$ cat config.mk
export PLATFORM = sky130hd
export DESIGN_NAME = mac_relu_unit_flat
export DESIGN_NICKNAME = d
export VERILOG_FILES = /design/src/rtl/mac_relu_unit_if.sv /design/src/rtl/mac_relu_unit.sv /design/src/flat_wrapper.sv
export SDC_FILE = /design/constraint.sdc
export NUM_CORES = 2
export LEC_CHECK = 0
export ABC_AREA = 1
export BUFFER_PORTS_ARGS = -buffer_cell sky130_fd_sc_hd__buf_4
export CAP_MARGIN = 10
export CELL_PAD_IN_SITES_DETAIL_PLACEMENT = 0
export CELL_PAD_IN_SITES_GLOBAL_PLACEMENT = 2
export CORE_UTILIZATION = 43
export DETAILED_ROUTE_END_ITERATION = 16
export PLACE_DENSITY = 0.86
export SYNTH_ARGS = -nofsm -noshare
export SYNTH_HDL_FRONTEND = slang
export SYNTH_SLANG_ARGS = --single-unit
$ cat constraint.sdc
create_clock -name clk -period 21.5 [get_ports clk]
set_clock_uncertainty 0.1 [all_clocks]
set_input_delay 3.225 -clock clk [delete_from_list [all_inputs] [get_ports clk]]
set_output_delay 3.225 -clock clk [all_outputs]
set_load 0.05 [all_outputs]
$ cat src/rtl/mac_relu_unit_if.sv
// mac_relu_unit_if: operand/result bundle of the MAC + ReLU datapath.
// The engine side drives operands and control; the datapath drives results.
interface mac_relu_unit_if #(
    parameter int DATA_W = 32
);
    logic              clr;
    logic              enable;
    logic [DATA_W-1:0] a;
    logic [DATA_W-1:0] b;
    logic [DATA_W-1:0] acc;
    logic [DATA_W-1:0] relu_acc;
    logic              busy;
    logic              ovf;

    modport master (
        output clr, enable, a, b,
        input  acc, relu_acc, busy, ovf
    );

    modport slave (
        input  clr, enable, a, b,
        output acc, relu_acc, busy, ovf
    );
endinterface

$ cat src/rtl/mac_relu_unit.sv
// mac_relu_unit: 3-stage signed multiply-accumulate with saturating
// output and combinational ReLU; controlled only by enable and clr.
module mac_relu_unit #(
    parameter int DATA_W = 32,
    parameter int ACC_W  = 48
) (
    input logic             clk,
    input logic             rst,
    mac_relu_unit_if.slave  bus
);
    localparam int PW = 2 * DATA_W;
    localparam int EW = (PW > ACC_W) ? PW : ACC_W;

    localparam logic [ACC_W-1:0]  ACC_MAX = {1'b0, {(ACC_W-1){1'b1}}};
    localparam logic [ACC_W-1:0]  ACC_MIN = {1'b1, {(ACC_W-1){1'b0}}};
    localparam logic [DATA_W-1:0] DAT_MAX = {1'b0, {(DATA_W-1){1'b1}}};
    localparam logic [DATA_W-1:0] DAT_MIN = {1'b1, {(DATA_W-1){1'b0}}};

    logic signed [DATA_W-1:0] a_q, b_q;
    logic signed [PW-1:0]     p_q, p_d;
    logic                     v1_q, v2_q;
    logic signed [ACC_W-1:0]  acc_q;
    logic                     ovf_q;

    logic signed [EW-1:0]     p_ext;
    logic                     p_fits;
    logic        [ACC_W-1:0]  p_acc;
    logic        [ACC_W-1:0]  sum;
    logic                     add_ovf;
    logic [ACC_W-DATA_W:0]    hi_bits;
    logic                     in_range;
    logic [DATA_W-1:0]        acc_sat;

    // Full-width signed product of the registered operands.
    always_comb begin
        p_d = PW'(a_q) * PW'(b_q);
    end

    // Fit the product into the accumulator; an out-of-range product is
    // clamped to the accumulator limit so the sign of the result survives.
    always_comb begin
        p_ext   = EW'(p_q);
        p_fits  = (p_ext == EW'($signed(p_ext[ACC_W-1:0])));
        p_acc   = p_fits ? p_ext[ACC_W-1:0]
                         : (p_q[PW-1] ? ACC_MIN : ACC_MAX);
        sum     = acc_q + p_acc;
        add_ovf = (acc_q[ACC_W-1] == p_acc[ACC_W-1])
               && (sum[ACC_W-1] != acc_q[ACC_W-1]);
    end

    // Saturate the wide accumulator down to the output width.
    always_comb begin
        hi_bits  = acc_q[ACC_W-1:DATA_W-1];
        in_range = (&hi_bits) | ~(|hi_bits);
        if (in_range) begin
            acc_sat = acc_q[DATA_W-1:0];
        end else if (acc_q[ACC_W-1]) begin
            acc_sat = DAT_MIN;
        end else begin
            acc_sat = DAT_MAX;
        end
    end

    // Output drive: rectified value and status.
    always_comb begin
        bus.acc      = acc_sat;
        bus.relu_acc = acc_sat[DATA_W-1] ? '0 : acc_sat;
        bus.busy     = v1_q | v2_q;
        bus.ovf      = ovf_q | ~in_range;
    end

    // S1/S2: operand and product registers; clr kills both valids.
    always_ff @(posedge clk or negedge rst) begin
        if (!rst) begin
            a_q  <= '0;
            b_q  <= '0;
            p_q  <= '0;
            v1_q <= 1'b0;
            v2_q <= 1'b0;
        end else begin
            a_q  <= bus.a;
            b_q  <= bus.b;
            p_q  <= p_d;
            v1_q <= bus.enable & ~bus.clr;
            v2_q <= v1_q & ~bus.clr;
        end
    end

    // S3: accumulate valid products; ovf is sticky until clr or reset.
    always_ff @(posedge clk or negedge rst) begin
        if (!rst) begin
            acc_q <= '0;
            ovf_q <= 1'b0;
        end else if (bus.clr) begin
            acc_q <= '0;
            ovf_q <= 1'b0;
        end else begin
            if (v2_q) begin
                acc_q <= sum;
            end
            ovf_q <= ovf_q | ~in_range
                   | (v2_q & (add_ovf | ~p_fits));
        end
    end
endmodule

$ cat src/flat_wrapper.sv
// flat-port wrapper written by rule: the top's interface ports become plain ports
module mac_relu_unit_flat 
#(
    parameter int DATA_W = 32,
    parameter int ACC_W  = 48
)
  (clk, rst, bus_clr, bus_enable, bus_a, bus_b, bus_acc, bus_relu_acc, bus_busy, bus_ovf);
  mac_relu_unit_if #(.DATA_W(DATA_W)) bus_i ();
  input logic clk;
  input logic rst;
  input wire logic [$bits(bus_i.clr)-1:0] bus_clr;
  input wire logic [$bits(bus_i.enable)-1:0] bus_enable;
  input wire logic [$bits(bus_i.a)-1:0] bus_a;
  input wire logic [$bits(bus_i.b)-1:0] bus_b;
  output wire logic [$bits(bus_i.acc)-1:0] bus_acc;
  output wire logic [$bits(bus_i.relu_acc)-1:0] bus_relu_acc;
  output wire logic [$bits(bus_i.busy)-1:0] bus_busy;
  output wire logic [$bits(bus_i.ovf)-1:0] bus_ovf;
  assign bus_i.clr = bus_clr;
  assign bus_i.enable = bus_enable;
  assign bus_i.a = bus_a;
  assign bus_i.b = bus_b;
  assign bus_acc = bus_i.acc;
  assign bus_relu_acc = bus_i.relu_acc;
  assign bus_busy = bus_i.busy;
  assign bus_ovf = bus_i.ovf;
  mac_relu_unit #(.DATA_W(DATA_W), .ACC_W(ACC_W)) u_core (.clk(clk), .rst(rst), .bus(bus_i));
endmodule
==> results.ini <==
[floorplan]
io_pins=134
die_area_sq_um=112100
initial_core_util_pct=43.57
die_w_microns=334.8
rows=121
die_h_microns=334.8
design.core.area_sq_um=109300

[grt]
grt_antenna_before_repair=3
overflow=0
grt_pass1_wl_microns=225700
grt_pass1_vias=38580
grt_start_max_net_pins=118
grtUsageTotal_pct=26.50

[cells_and_area]
num_antenna_cells=0
fin_util_pct=46.41
fin_nets=7358
multi_input_area_sq_um=35660
fillers=11100
layout-drive-gt1-share_pct=5.710
syn2layout_area_growth_pct=6.507
seqCellArea_sq_um=4498
mostFrequentLayoutCells=inv_1, nand2_1, fa_1
layout_commonest_cell=inv_1

[placement]
hpwlAfterDp_microns=117700
dp_slack_ps=13210
gp_congestion=0.9513
port_buffers=132

[route]
drt-initial-drc-count=2392
vias=36510
wl_per_cell_microns=19.02
drc=0
first_pass_iters=6
via_per_inst=4.891
postRouteAntennaNets=0
wl_microns=142000

[setup_path]
critPathRequiredTime_ps=21900
cp.arrival_ps=8680
path_class=flop to flop
cp_max_fo=32
cp-start-kind=flop
critPathCaptureType=flop

[sta]
tns_ps=0
slew_headroom_pct=36.03
grt_setup_unrepaired=no
hold_viol=0
finalCritPeriodShare_pct=38.50
worst_pin_slew_ps=959.5
slew_violations=0
max_clock_freq_ghz=0.1208
setup_viol=0
layout_setup_ws_ps=13220
layout_min_cycle_time_ps=8278

[status]
status=finished, final reports clean

[cts]
cts_tree=yes
cts.path.max_buffers=2
post-cts-setup-buffer-count=0
clkTransAtPathRegs_ps=100
cts.sinks=179
postCtsHoldBufs=0
numCtsBuffers=17
htreeDepth=4
clkLatencyLatePin_ps=560
cts_resized=0
cts-root-buf=clkbuf_16

[synthesis]
syn_area_sq_um=47630
synth_top_area_cell=fa_1
synthFlopType=dfrtp_1
synth_seq_cells=179
syn_inst=5986
seq_area_frac_synth_pct=9.405
synth_warnings=0
postSynthNetCount=7368
synth_edf_count=0
synthArstFlopShare_pct=100.0
ys_types=55
synthTopCellsByArea=fa_1, inv_1, nand2_1
syn_avg_cell_area_sq_um=7.956
synth_top_area_share_pct=45.52

[hold_path]
hp-class=flop to flop

[job]
cap_violations=0

[final cells by class]
type,count,area share [%]
clock buffers,17,0.8386
clock inverters,15,0.3922
inverters,1766,13.07
multi-input cells,3819,70.30
flip-flops and latches,179,8.867
well taps,1476,3.641
repair buffers,193,2.896
[per-stage QoR]
step,std cells,hold slack (ps),area (sq um)
6_report,7465,395.3,50730
5_1_grt,7465,423.3,50730
4_1_cts,7465,404.8,50730
3_5_place_dp,7433,383.4,50100
3_3_place_gp,7433,356.9,50100
2_1_floorplan,5986,345.2,47630
[critical path: stages, from the launching register on]
cell,delay [ps]
dfrtp_1,370
buf_4,240
nand2_1,160
inv_1,100
fa_1,610
fa_1,470
fa_1,990
fa_1,640
inv_1,430
fa_1,620
inv_1,60
fa_1,530
inv_1,50
fa_1,480
inv_1,50
fa_1,450
ha_1,420
nand2_1,100
nor2_1,110
inv_1,100
nor3_1,410
nand3_1,130
o21bai_1,300
nand3_1,140
nand2_1,60
nand2_1,50
[layer usage]
metal	routed length, microns	vias up	track usage (%)
met1	64540	18590	37.12
met5	17	-	0
li1	-	16950	-
met4	2379	4	5.645
met3	6312	132	3.105
met2	68740	836	44.19
[path summary, 6_finish.rpt]
| kind | startpoint | end | slack, ps | cells past startpoint |
|---|---|---|---|---|
| setup / recovery | u_core.b_q[2] | u_core.p_ext[54] | 13220 | 25 |
| hold / removal | u_core.v1_q | u_core.v2_q | 400 | 2 |
| setup reg to reg | u_core.b_q[2] | u_core.p_ext[54] | 13220 | 25 |
| hold reg to reg | u_core.v1_q | u_core.v2_q | 400 | 2 |
| max in group asynchronous | rst | u_core.a_q[28] | 17500 | 2 |
| min in group asynchronous | rst | u_core.acc_q[2] | 2540 | 1 |
[cell usage after synthesis, types with 6 or more instances]
master    instances
a21o_1           19
a21oi_1         150
a31oi_1           8
and2_1            7
buf_2             7
clkbuf_1        210
dfrtp_1         179
fa_1           1083
ha_1            231
inv_1          1756
inv_2            10
nand2_1        1482
nand2_2          12
nand3_1         107
nand3_2           9
nand3b_1          6
nand4_1          26
nor2_1          300
nor2_2           15
nor3_1           16
nor4_1            7
o21ai_0         151
o21ai_1          24
o21ai_2          28
o21bai_1         23
or2_2             7
xnor2_1          16
xor2_1           46
[sequential cells by signal (all words and copies together), names as in the netlist]
| register | flops |
|---|---|
| u_core.ovf_q | 1 |
| u_core.b_q | 32 |
| u_core.a_q | 32 |
| u_core.acc_q | 48 |
| u_core.p_ext | 64 |
| u_core.v1_q | 1 |
| u_core.v2_q | 1 |
[cells by family (layout without fill, tap and decap cells)]
group / after synthesis / count (layout) / share of synthesized area (%)
and+or+nand+nor: 2009 / 2009 / 16.86
buffers and inverters: 1988 / 1991 / 15.74
adders and majority gates: 1314 / 1314 / 51.59
AOI/OAI and AO/OA: 433 / 433 / 5.257
DFF: 179 / 179 / 9.405
xor gates and xnor gates: 62 / 62 / 1.140
other: 1 / 1 / 0.007874
Power is left out: the tool's default activity adds up to more than one toggle a clock period on the data nets, which glitch-free logic cannot reach.
